<file path="src/rtl/hwpe_stream_demux_sched_pkg.sv">
// hwpe_stream_demux_sched_pkg: shared types for the demux burst sequencer
package hwpe_stream_demux_sched_pkg;

    localparam int unsigned MAX_CNT_WIDTH = 32;
    localparam int unsigned MAX_SEL_WIDTH = 8;

    typedef enum logic [1:0] {IDLE, RUN, DONE} hwpe_stream_demux_sched_state_t;

    typedef struct packed {
        logic                     start;
        logic [MAX_CNT_WIDTH-1:0] nb_rounds;
    } hwpe_stream_demux_sched_ctrl_t;

    typedef struct packed {
        logic                     busy;
        logic                     done;
        logic [MAX_SEL_WIDTH-1:0] sel;
    } hwpe_stream_demux_sched_flags_t;

endpackage

</file>
<file path="src/rtl/hwpe_stream_demux_sched_next.sv">
// hwpe_stream_demux_sched_next: cyclic priority finder for the next enabled output after sel
module hwpe_stream_demux_sched_next
    import hwpe_stream_demux_sched_pkg::*;
#(
    parameter int unsigned NB_OUT_STREAMS = 2,
    localparam int unsigned SEL_W = $clog2(NB_OUT_STREAMS)
) (
    input  logic [SEL_W-1:0]          sel_i,
    input  logic [NB_OUT_STREAMS-1:0] mask_i,
    output logic [SEL_W-1:0]          next_o,
    output logic                      wrap_o
);

    // scan from the farthest candidate down so the nearest enabled index after sel wins
    always_comb begin
        next_o = sel_i;
        for (int k = NB_OUT_STREAMS; k >= 1; k--) begin
            if (mask_i[(int'(sel_i) + k) % NB_OUT_STREAMS])
                next_o = SEL_W'((int'(sel_i) + k) % NB_OUT_STREAMS);
        end
        wrap_o = next_o <= sel_i;
    end

endmodule

</file>
<file path="src/rtl/hwpe_stream_demux_sched.sv">
// hwpe_stream_demux_sched: round-robin burst sequencer driving a static demux select
module hwpe_stream_demux_sched
    import hwpe_stream_demux_sched_pkg::*;
#(
    parameter int unsigned NB_OUT_STREAMS = 2,
    parameter int unsigned CNT_WIDTH      = 16,
    localparam int unsigned SEL_W = $clog2(NB_OUT_STREAMS)
) (
    input  logic                                     clk_i,
    input  logic                                     rst_ni,
    input  logic                                     clear_i,
    input  logic                                     start_i,
    input  logic [NB_OUT_STREAMS-1:0][CNT_WIDTH-1:0] len_i,
    input  logic [CNT_WIDTH-1:0]                     nb_rounds_i,
    input  logic                                     push_valid_i,
    input  logic                                     push_ready_i,
    output logic [SEL_W-1:0]                         sel_o,
    output logic                                     stream_en_o,
    output logic                                     busy_o,
    output logic                                     done_o
);

    localparam logic [CNT_WIDTH-1:0] ONE = CNT_WIDTH'(1);

    hwpe_stream_demux_sched_state_t            state_q, state_d;
    logic [SEL_W-1:0]                          sel_q, sel_d, next;
    logic [CNT_WIDTH-1:0]                      beat_q, beat_d, round_q, round_d, rounds_q, rounds_d;
    logic [NB_OUT_STREAMS-1:0][CNT_WIDTH-1:0]  len_q, len_d;
    logic [NB_OUT_STREAMS-1:0]                 mask;
    logic                                      wrap, hs;

    assign hs = push_valid_i & push_ready_i;

    // enabled outputs come from the live config in IDLE and from the latched one otherwise
    always_comb begin
        mask = '0;
        for (int i = 0; i < NB_OUT_STREAMS; i++)
            mask[i] = (state_q == IDLE ? len_i[i] : len_q[i]) != '0;
    end

    hwpe_stream_demux_sched_next #(.NB_OUT_STREAMS(NB_OUT_STREAMS)) i_next (
        .sel_i  (state_q == IDLE ? SEL_W'(NB_OUT_STREAMS-1) : sel_q),
        .mask_i (mask),
        .next_o (next),
        .wrap_o (wrap)
    );

    // next-state: select only moves after a counted last beat; clear overrides everything
    always_comb begin
        state_d  = state_q;
        sel_d    = sel_q;
        beat_d   = beat_q;
        round_d  = round_q;
        len_d    = len_q;
        rounds_d = rounds_q;
        case (state_q)
            IDLE: if (start_i) begin
                len_d    = len_i;
                rounds_d = nb_rounds_i;
                beat_d   = '0;
                round_d  = '0;
                if (nb_rounds_i == '0 || mask == '0) state_d = DONE;
                else begin
                    state_d = RUN;
                    sel_d   = next;
                end
            end
            RUN: if (hs) begin
                if (beat_q == len_q[sel_q] - ONE) begin
                    beat_d = '0;
                    if (wrap && round_q == rounds_q - ONE) state_d = DONE;
                    else begin
                        sel_d   = next;
                        round_d = wrap ? round_q + ONE : round_q;
                    end
                end else beat_d = beat_q + ONE;
            end
            DONE: state_d = IDLE;
            default: state_d = IDLE;
        endcase
        if (clear_i) begin
            state_d = IDLE;
            sel_d   = '0;
            beat_d  = '0;
            round_d = '0;
        end
    end

    // state and counter registers
    always_ff @(posedge clk_i or negedge rst_ni) begin
        if (!rst_ni) begin
            state_q  <= IDLE;
            sel_q    <= '0;
            beat_q   <= '0;
            round_q  <= '0;
            len_q    <= '0;
            rounds_q <= '0;
        end else begin
            state_q  <= state_d;
            sel_q    <= sel_d;
            beat_q   <= beat_d;
            round_q  <= round_d;
            len_q    <= len_d;
            rounds_q <= rounds_d;
        end
    end

    assign sel_o       = sel_q;
    assign stream_en_o = state_q == RUN;
    assign busy_o      = state_q == RUN;
    assign done_o      = state_q == DONE;

endmodule
</file>
<file path="config.mk">
export PLATFORM = sky130hd
export DESIGN_NAME = hwpe_stream_demux_sched
export DESIGN_NICKNAME = d
export VERILOG_FILES = /design/src/rtl/hwpe_stream_demux_sched_pkg.sv /design/src/rtl/hwpe_stream_demux_sched_next.sv /design/src/rtl/hwpe_stream_demux_sched.sv
export SDC_FILE = /design/constraint.sdc
export NUM_CORES = 1
export LEC_CHECK = 0
export ABC_CLOCK_PERIOD_IN_PS = 3700
export BUFFER_PORTS_ARGS = -buffer_cell sky130_fd_sc_hd__buf_2
export CAP_MARGIN = 20
export CELL_PAD_IN_SITES_DETAIL_PLACEMENT = 2
export CELL_PAD_IN_SITES_GLOBAL_PLACEMENT = 2
export CORE_AREA = 2 2 127 129
export CTS_BUF_LIST = sky130_fd_sc_hd__clkbuf_8
export CTS_CLUSTER_DIAMETER = 150
export CTS_CLUSTER_SIZE = 16
export DETAILED_ROUTE_END_ITERATION = 7
export DIE_AREA = 0 0 129 131
export PLACE_DENSITY_LB_ADDON = 0.1
export SLEW_MARGIN = 20
export SYNTH_ARGS = -nofsm -noshare
export SYNTH_HDL_FRONTEND = slang
export SYNTH_SLANG_ARGS = --single-unit
</file>
<file path="constraint.sdc">
create_clock -name clk_i -period 3.7 [get_ports clk_i]
set_clock_uncertainty 0.15 [all_clocks]
set_input_delay 0.185 -clock clk_i [delete_from_list [all_inputs] [get_ports clk_i]]
set_output_delay 0.185 -clock clk_i [all_outputs]
set_load 0.1 [all_outputs]
</file>
==> results.json, run 1 <==
{
  "status": "finished, final reports clean",
  "async_flop_share": 1.00,
  "rr_worst_depth": 14,
  "netlist.area_leader.share": 0.386,
  "ys.flop_type": "dfrtp_1",
  "rsz0062_at_grt": "no",
  "cap_violations": 0,
  "rows": 46,
  "vias": 4979,
  "dieHeight_um": 131,
  "vias_per_cell": 5.50,
  "wl_met2_mm": 10.3,
  "hold-worst-slack_ns": 0.129,
  "routed.top_layer": "met4",
  "relSlewSlack": 0.473,
  "first_iter_violations": 143,
  "fin_area_mm2": 0.00686,
  "dr_wl_met3_um": 322,
  "dieArea_mm2": 0.0169,
  "antenna_found_initial": 0,
  "start_util": 0.345,
  "hp-class": "input pin to flop",
  "fmax_mhz": 282,
  "setup_viol": 0,
  "synth_xor_area_frac": 0.0847,
  "crit_path_end_kind": "flop",
  "clock_latency_ns": 0.40,
  "yosys.cell_types.count": 63,
  "leakage_uw": 0.00271,
  "syn_area_mm2": 0.00538,
  "synthAdderAreaFrac": 0.00931,
  "drv_slew": 0,
  "pwr_density_cell_mw_per_mm2": 578,
  "postSynthAreaPerCell_um2": 9.67,
  "postSynthCellCount": 556,
  "clockRootBuffer": "clkbuf_8",
  "worstSetupStartpointType": "flop",
  "drive_gt1_frac": 0.255,
  "yosysWarnings": 0,
  "place_area_mm2": 0.00594,
  "track_usage": 0.228,
  "grt_pass1_wl_mm": 29.6,
  "met1_length_mm": 7.29,
  "cts_buffer_depth": 2,
  "path_clk_slew_ns": 0.11,
  "final.setup.tns_ns": 0,
  "fin_nets": 742,
  "grt_max_degree": 58,
  "stdcell_count": 905,
  "seq_area_frac_synth": 0.386,
  "cp.arrival_ns": 3.68,
  "synth_commonest_cells": "dfrtp_1 (83), mux2_2 (50), xnor2_1 (39)",
  "gr-total-overflow": 0,
  "cp_max_fo": 7,
  "firstDrtPassIters": 4,
  "drc": 0,
  "muxShareOfSynthArea": 0.135,
  "die_w_um": 129,
  "port-buffer-count": 57,
  "antenna_cells": 0,
  "syn2layout_area_growth_pct": 27.7,
  "cts_made_buffers": 9,
  "clock_sinks": 83,
  "endpoint": "round_q[7]",
  "r2r_start": "rounds_q[0]",
  "worstSetupPathType": "flop to flop",
  "rr_endpoint": "round_q[7]",
  "nFillCells": 1669,
  "tritoncts": "done",
  "grt_pass1_vias": 5480,
  "synth_compound_area_frac": 0.128,
  "io_pins": 58,
  "ys_top_cells_by_area": "dfrtp_1 (39%), mux2_2 (10%), xnor2_1 (6.4%), mux2i_1 (3.0%), o21ai_0 (2.6%)",
  "yosysMostFrequentCell": "dfrtp_1",
  "synthSimpleGateAreaFrac": 0.229,
  "wl_mm": 18.3,
  "core_region_area_mm2": 0.0156,
  "rrSetupSlack_ns": 0.15,
  "fin_crit_sh": 0.960,
  "hpwl_mm": 13.1,
  "synth-seq-cells": 83,
  "gp_congestion": 0.815,
  "peakVddDrop_uv": 300,
  "finalHoldViolCount": 0,
  "synth-edff-count": 0,
  "ant_nets": 0,
  "dp_cells": 820,
  "synth_top_family_by_area": "simple AND/OR/NAND/NOR gates",
  "wl_per_cell_um": 20.2,
  "synth_largest_area_cell": "dfrtp_1",
  "crit_required_ns": 3.83,
  "critPathLaunch": "rounds_q[0]",
  "period_needed_ns": 3.55,
  "syn_nets": 614,
  "cts-htree-levels": 3,
  "worst_pin_slew_ns": 0.791
}
## state kept, by name, indices dropped and copies added (netlist names)
name	cells
beat_q	16
len_q	32
rounds_q	16
state_q	2
round_q	16
sel_o	1
## critical path: stages (launching register included)
cell and delay, ns:
dfrtp_1 0.47, inv_1 0.12, ha_1 0.17, or4b_1 0.57, nor3_2 0.22, xnor2_1 0.09
o21ai_1 0.19, a21boi_0 0.23, nand4b_1 0.22, buf_4 0.21, a31oi_4 0.29, buf_12 0.16
buf_4 0.11, nor3_1 0.04, o21a_1 0.19
## cell families after synthesis
group | Yosys count
buffers and inverters | 32
muxes | 66
and+or+nand+nor | 216
AOI/OAI and AO/OA | 103
DFF | 83
adders and majority gates | 4
xor gates and xnor gates | 52
## stage by stage
stage	power [uW]	utilization	worst slack, ns
floorplan	2550	-	0.0120
global placement	3000	0.381	0.260
detailed placement	3070	0.381	0.0970
CTS	3870	0.428	0.0177
global route	4240	0.440	0.00344
finish	3970	0.440	0.149
## cell type report
type / count / area (um^2) / area share
clock buffer: 9 / 124 / 0.0180
clock inverter: 7 / 81.3 / 0.0118
inverter: 7 / 26.3 / 0.00383
multi-input combinational: 441 / 3180 / 0.463
sequential: 83 / 2080 / 0.303
tap: 216 / 270 / 0.0394
timing repair buffer: 142 / 1100 / 0.160
## routing by layer
| layer | global-route usage | vias up |
|---|---|---|
| met5 | 0 | - |
| met4 | 0.0716 | 0 |
| met3 | 0.0281 | 23 |
| met2 | 0.453 | 54 |
| met1 | 0.250 | 2566 |
| li1 | - | 2336 |
## report_power, final
| group | total [uW] | switching, uW | leakage, uW | internal, uW |
|---|---|---|---|---|
| Combinational | 1790 | 939 | 0.00156 | 850 |
| Sequential | 1450 | 332 | 0.00104 | 1120 |
| Clock | 731 | 406 | 0.000107 | 326 |
| Total | 3970 | 1680 | 0.00271 | 2290 |
## worst min path at each step
stage | start | slack, ns | cells past startpoint | endpoint
global placement | rst_ni | 0.16 | 1 | rounds_q[14]
floorplan | rst_ni | -0.26 | 0 | beat_q[0]
finish | clear_i | 0.13 | 4 | sel_o
global route | clear_i | 0.12 | 4 | sel_o
detailed placement | rst_ni | 0.17 | 1 | rounds_q[14]
CTS | clear_i | 0.05 | 4 | sel_o
## placed cells by master (no fill, tap or decap), drive strengths merged, types with 3 or more instances in the layout
cell,count
nand4,12
clkbuf,10
ha,4
nand2,24
nor3b,5
or4,11
a21boi,4
dfrtp,83
nand4b,4
nand3,19
inv,12
a21o,7
nor2,37
dlygate4sd3,52
nor4,19
a21oi,23
o21ai,30
mux2,50
nand2b,3
and2,5
xnor2,39
nor3,28
mux2i,16
and3,11
o31ai,10
or3,17
o21a,3
a31oi,4
nor2b,6
buf,89
xor2,13
nor4b,3
## what timing repair did
action	CTS	global route
endpoints found under the hold margin	105	0
setup buffers	0	16
hold buffers	52	0
resized for setup	0	17
setup endpoints to repair	0	29
(Power assumes the default switching activity.)
==> inputs of run 2 (changes only) <==
- GPL_ROUTABILITY_DRIVEN: unset -> 0
- RECOVER_POWER: unset -> 50
- REMOVE_ABC_BUFFERS: unset -> 1
==> run 2 against run 1 <==
  * The run now ends with capacitance limit, slew limit left
  * Total power decreased by 4.0%
  * Final area decreased by 3.2%
  * First-iteration DRC count increased by 7.0%
  * Utilization decreased by 1.4 points
  * Via count decreased by 1.4%
  * Setup slack improved by 0.013 ns
  * Register-to-register slack about the same
  * Worst hold slack got worse by 0.097 ns
  * Largest cell class unchanged
  * Largest power group unchanged
==> results.json, run 2 (same netlist as run 1, synthesis figures left out) <==
{
  "syn2layout_area_growth_pct": 23.6,
  "rsz0062_at_grt": "no",
  "cts-htree-levels": 3,
  "wl_per_cell_um": 20.7,
  "dieHeight_um": 131,
  "track_usage": 0.229,
  "clockRootBuffer": "clkbuf_8",
  "finalHoldViolCount": 0,
  "hold-worst-slack_ns": 0.0322,
  "tritoncts": "done",
  "io_pins": 58,
  "finalWorstSetupSlack_ns": 0.163,
  "port-buffer-count": 57,
  "hp-class": "input pin to flop",
  "drive_gt1_frac": 0.229,
  "grt_pass1_wl_mm": 29.5,
  "worstSetupPathType": "flop to flop",
  "leakage_uw": 0.00258,
  "worstSetupStartpointType": "flop",
  "firstDrtPassIters": 4,
  "core_region_area_mm2": 0.0156,
  "final_common_cell": "dfrtp_1",
  "status": "finished with violations",
  "stdcell_count": 885,
  "ant_nets": 0,
  "hpwl_mm": 13.5,
  "fmax_mhz": 283,
  "die_w_um": 129,
  "peakVddDrop_uv": 273,
  "totalPowerFinal_uw": 3810,
  "path_clk_slew_ns": 0.10,
  "final_cell_mix": "dfrtp_1 (82), buf_2 (55), mux2_2 (50), dlygate4sd3_1 (50), xnor2_1 (39)",
  "violations": "capacitance limit, slew limit",
  "relSlewSlack": -0.0566,
  "cp_max_fo": 13,
  "rr_worst_depth": 11,
  "grt_pass1_vias": 5505,
  "cp.arrival_ns": 3.69,
  "grt_max_degree": 60,
  "pre_cts_slack_ns": 0.0552,
  "start_util": 0.345,
  "setup_viol": 0,
  "vias": 4908,
  "antenna_found_initial": 0,
  "cts_buffer_depth": 2,
  "period_needed_ns": 3.54,
  "regMostFlops": "len_q",
  "crit_required_ns": 3.85,
  "dieArea_mm2": 0.0169,
  "cts_made_buffers": 9,
  "drc": 0,
  "first_iter_violations": 153,
  "wl_mm": 18.4,
  "rows": 46,
  "gr-total-overflow": 0,
  "cap_violations": 1,
  "drv_slew": 60,
  "crit_path_end_kind": "flop",
  "pwr_density_cell_mw_per_mm2": 573,
  "clock_sinks": 83,
  "dp_cells": 818,
  "fin_nets": 722,
  "hold_depth": 3,
  "fin_crit_sh": 0.956,
  "largest_reg_flops": 32,
  "clock_latency_ns": 0.39,
  "vias_per_cell": 5.55,
  "worst_pin_slew_ns": 1.58,
  "antenna_cells": 0
}
run 2: path summary, 6_finish.rpt:
| path | startpoint | end | slack (ns) |
|---|---|---|---|
| setup / recovery | sel_o | round_q[14] | 0.16 |
| hold / removal | clear_i | state_q[0] | 0.03 |
| setup reg to reg | sel_o | round_q[14] | 0.16 |
| hold reg to reg | rounds_q[15] | rounds_q[15] | 0.38 |
| max in group asynchronous | rst_ni | beat_q[13] | 0.87 |
| min in group asynchronous | rst_ni | rounds_q[7] | 0.56 |
run 2: repair_timing:
action                                  4_1_cts  5_1_grt
hold buffers                                 50        0
endpoints found under the setup margin        7       31
buffers inserted                              0        1
hold endpoints to repair                    107        0
gates resized for setup                       1        5
pin swaps                                     0        0
run 2: power breakdown:
part | switching, uW | internal [uW]
registers | 321 | 1110
logic | 916 | 755
clock network | 387 | 317
run 2: critical path: stages (launching register included):
cell and delay [ns]:
dfrtp_2 0.50, or3b_2 0.49, a222oi_1 0.51, buf_4 0.22, nand3_1 0.08, o21ai_2 0.20
nand4_2 0.14, nor3_4 0.28, a31oi_4 0.14, buf_4 0.20, or3_1 0.36, a21oi_1 0.17
run 2: stage by stage:
| stage | area (um^2) | utilization | TNS [ns] |
|---|---|---|---|
| global route | 6640 | 0.426 | 0 |
| detailed placement | 5930 | 0.380 | 0 |
| global placement | 5930 | 0.380 | 0 |
| finish | 6640 | 0.426 | 0 |
| floorplan | 5250 | - | -22.80 |
| CTS | 6630 | 0.425 | 0 |
run 2: final cells by class:
cell class / count / area [um^2]
Clock buffer: 9 / 124
Clock inverter: 7 / 76.3
Fill cell: 1679 / 8950
Inverter: 7 / 26.3
Multi-Input combinational cell: 441 / 3160
Sequential cell: 83 / 2080
Tap cell: 216 / 270
Timing Repair Buffer: 122 / 906
run 2: metal layers:
layer,vias to the layer above,GRT usage,share of wire
met4,0,0.0665,0.024
met3,29,0.0419,0.021
met5,-,0,0
li1,2299,-,-
met2,64,0.467,0.57
met1,2516,0.237,0.39
==> inputs of run 3 (changes only) <==
- CORE_AREA: 2 2 127 129 -> 2 2 129 131
- CTS_BUF_LIST: sky130_fd_sc_hd__clkbuf_8 -> unset
- DIE_AREA: 0 0 129 131 -> 0 0 131 133
==> run 3 against run 2 <==
  * The flow still finishes with violations (capacitance limit, slew limit)
  * Maximum frequency fell by 0.48%
  * Count of clock-buffer cells in the layout unchanged
  * Critical path depth increased by 1
  * Sequential cell count is the same
  * Largest cell class unchanged
  * Largest power group unchanged
  * Highest routed layer unchanged
==> results.json, run 3 (same netlist as run 1, synthesis figures left out) <==
{
  "clock_sinks": 83,
  "largest_reg_flops": 32,
  "cts-htree-levels": 3,
  "status": "finished with violations",
  "rows": 47,
  "fmax_mhz": 281,
  "firstDrtPassIters": 4,
  "final_cell_mix": "dfrtp_1 (82), buf_2 (55), mux2_2 (50)",
  "hp-class": "input pin to flop",
  "period_needed_ns": 3.55,
  "ant_nets": 0,
  "cap_violations": 1,
  "regMostFlops": "len_q",
  "clock_latency_ns": 0.35,
  "port-buffer-count": 57,
  "cp.arrival_ns": 3.67,
  "grt_pass1_wl_mm": 30.3,
  "drv_slew": 84,
  "fin_crit_sh": 0.961,
  "seq_area_mm2": 0.00208,
  "start_util": 0.332,
  "pre_cts_slack_ns": 0.0383,
  "grt_pass1_vias": 5576,
  "wl_per_cell_um": 20.9,
  "finalWorstSetupSlack_ns": 0.146,
  "worstSetupStartpointType": "flop",
  "antenna_cells": 0,
  "worst_pin_slew_ns": 2.18,
  "pwr_density_cell_mw_per_mm2": 610,
  "peakVddDrop_uv": 273,
  "vias": 4889,
  "clockRootBuffer": "clkbuf_16",
  "syn2layout_area_growth_pct": 27.1,
  "finalHoldViolCount": 0,
  "cp_max_fo": 13,
  "final.setup.tns_ns": 0,
  "crit_required_ns": 3.81,
  "relSlewSlack": -0.452,
  "wl_mm": 18.7,
  "tritoncts": "done",
  "hpwl_mm": 13.6,
  "drc": 0,
  "final_core_util": 0.423,
  "cts_made_buffers": 9,
  "fin_nets": 731,
  "first_iter_violations": 133,
  "vias_per_cell": 5.44,
  "nFillCells": 1771,
  "core_region_area_mm2": 0.0162,
  "violations": "capacitance limit, slew limit",
  "dieArea_mm2": 0.0174,
  "dieHeight_um": 133,
  "drive_gt1_frac": 0.237,
  "final_common_cell": "dfrtp_1",
  "grt_max_degree": 84,
  "path_clk_slew_ns": 0.07,
  "io_pins": 58,
  "track_usage": 0.228,
  "die_w_um": 131,
  "worstSetupPathType": "flop to flop",
  "setup_viol": 0,
  "leakage_uw": 0.00269,
  "cts_buffer_depth": 2,
  "multi_input_area_mm2": 0.00316,
  "antenna_found_initial": 0,
  "gr-total-overflow": 0,
  "crit_path_end_kind": "flop"
}
## run 3: path summary, 6_finish.rpt
kind	endpoint	cells after the start	startpoint	slack, ns
worst min-delay path	state_q[0]	3	start_i	0.02
worst max register to register	round_q[14]	12	sel_o	0.15
min in group asynchronous	rounds_q[5]	2	rst_ni	0.82
worst max-delay path	round_q[14]	12	sel_o	0.15
max in group asynchronous	sel_o	2	rst_ni	1.12
worst min register to register	rounds_q[15]	1	rounds_q[15]	0.39
## run 3: worst max-delay path: stages (launching register included)
cell and delay, ns:
dfrtp_2 0.44, clkbuf_2 0.17, or3b_2 0.48, a22o_1 0.24, o31a_1 0.33, nor4_4 0.25
o211ai_1 0.14, buf_4 0.17, nor3_4 0.21, a31oi_4 0.16, buf_4 0.21, or3_1 0.36
a21oi_1 0.15
## run 3: routing by layer
metal / wire length, um / part of all wire / vias to the layer above / GRT usage
li1: - / - / 2311 / -
met1: 7520 / 0.40 / 2501 / 0.254
met2: 10500 / 0.56 / 59 / 0.435
met3: 354 / 0.019 / 18 / 0.0372
met4: 356 / 0.019 / 0 / 0.0632
met5: 0 / 0 / - / 0
## run 3: what timing repair did
item | CTS | global route
endpoints found under the setup margin | 0 | 30
hold buffers | 49 | 0
resized for setup | 0 | 7
endpoints found under the hold margin | 131 | 0
buffers inserted | 0 | 6
## run 3: power by group
group	internal, uW	total [uW]	switching (uW)
registers	1110	1450	336
logic	783	1710	931
clock network	597	1010	409
total	2490	4170	1680
## run 3: stage by stage
stage	power [uW]	hold slack (ns)	cells	instance area [um^2]
floorplan	2500	-0.261	531	5250
global placement	3010	0.262	827	5960
detailed placement	3080	0.266	827	5960
CTS	4160	0.00559	892	6770
global route	4450	0.0671	898	6830
finish	4170	0.0210	898	6830
## run 3: cell type report
type,instances,area share
clock inverter,7,0.0145
inverter,7,0.00385
timing repair buffer,131,0.142
sequential,83,0.304
tap,220,0.0403
clock buffer,9,0.0330
multi-input combinational,441,0.463
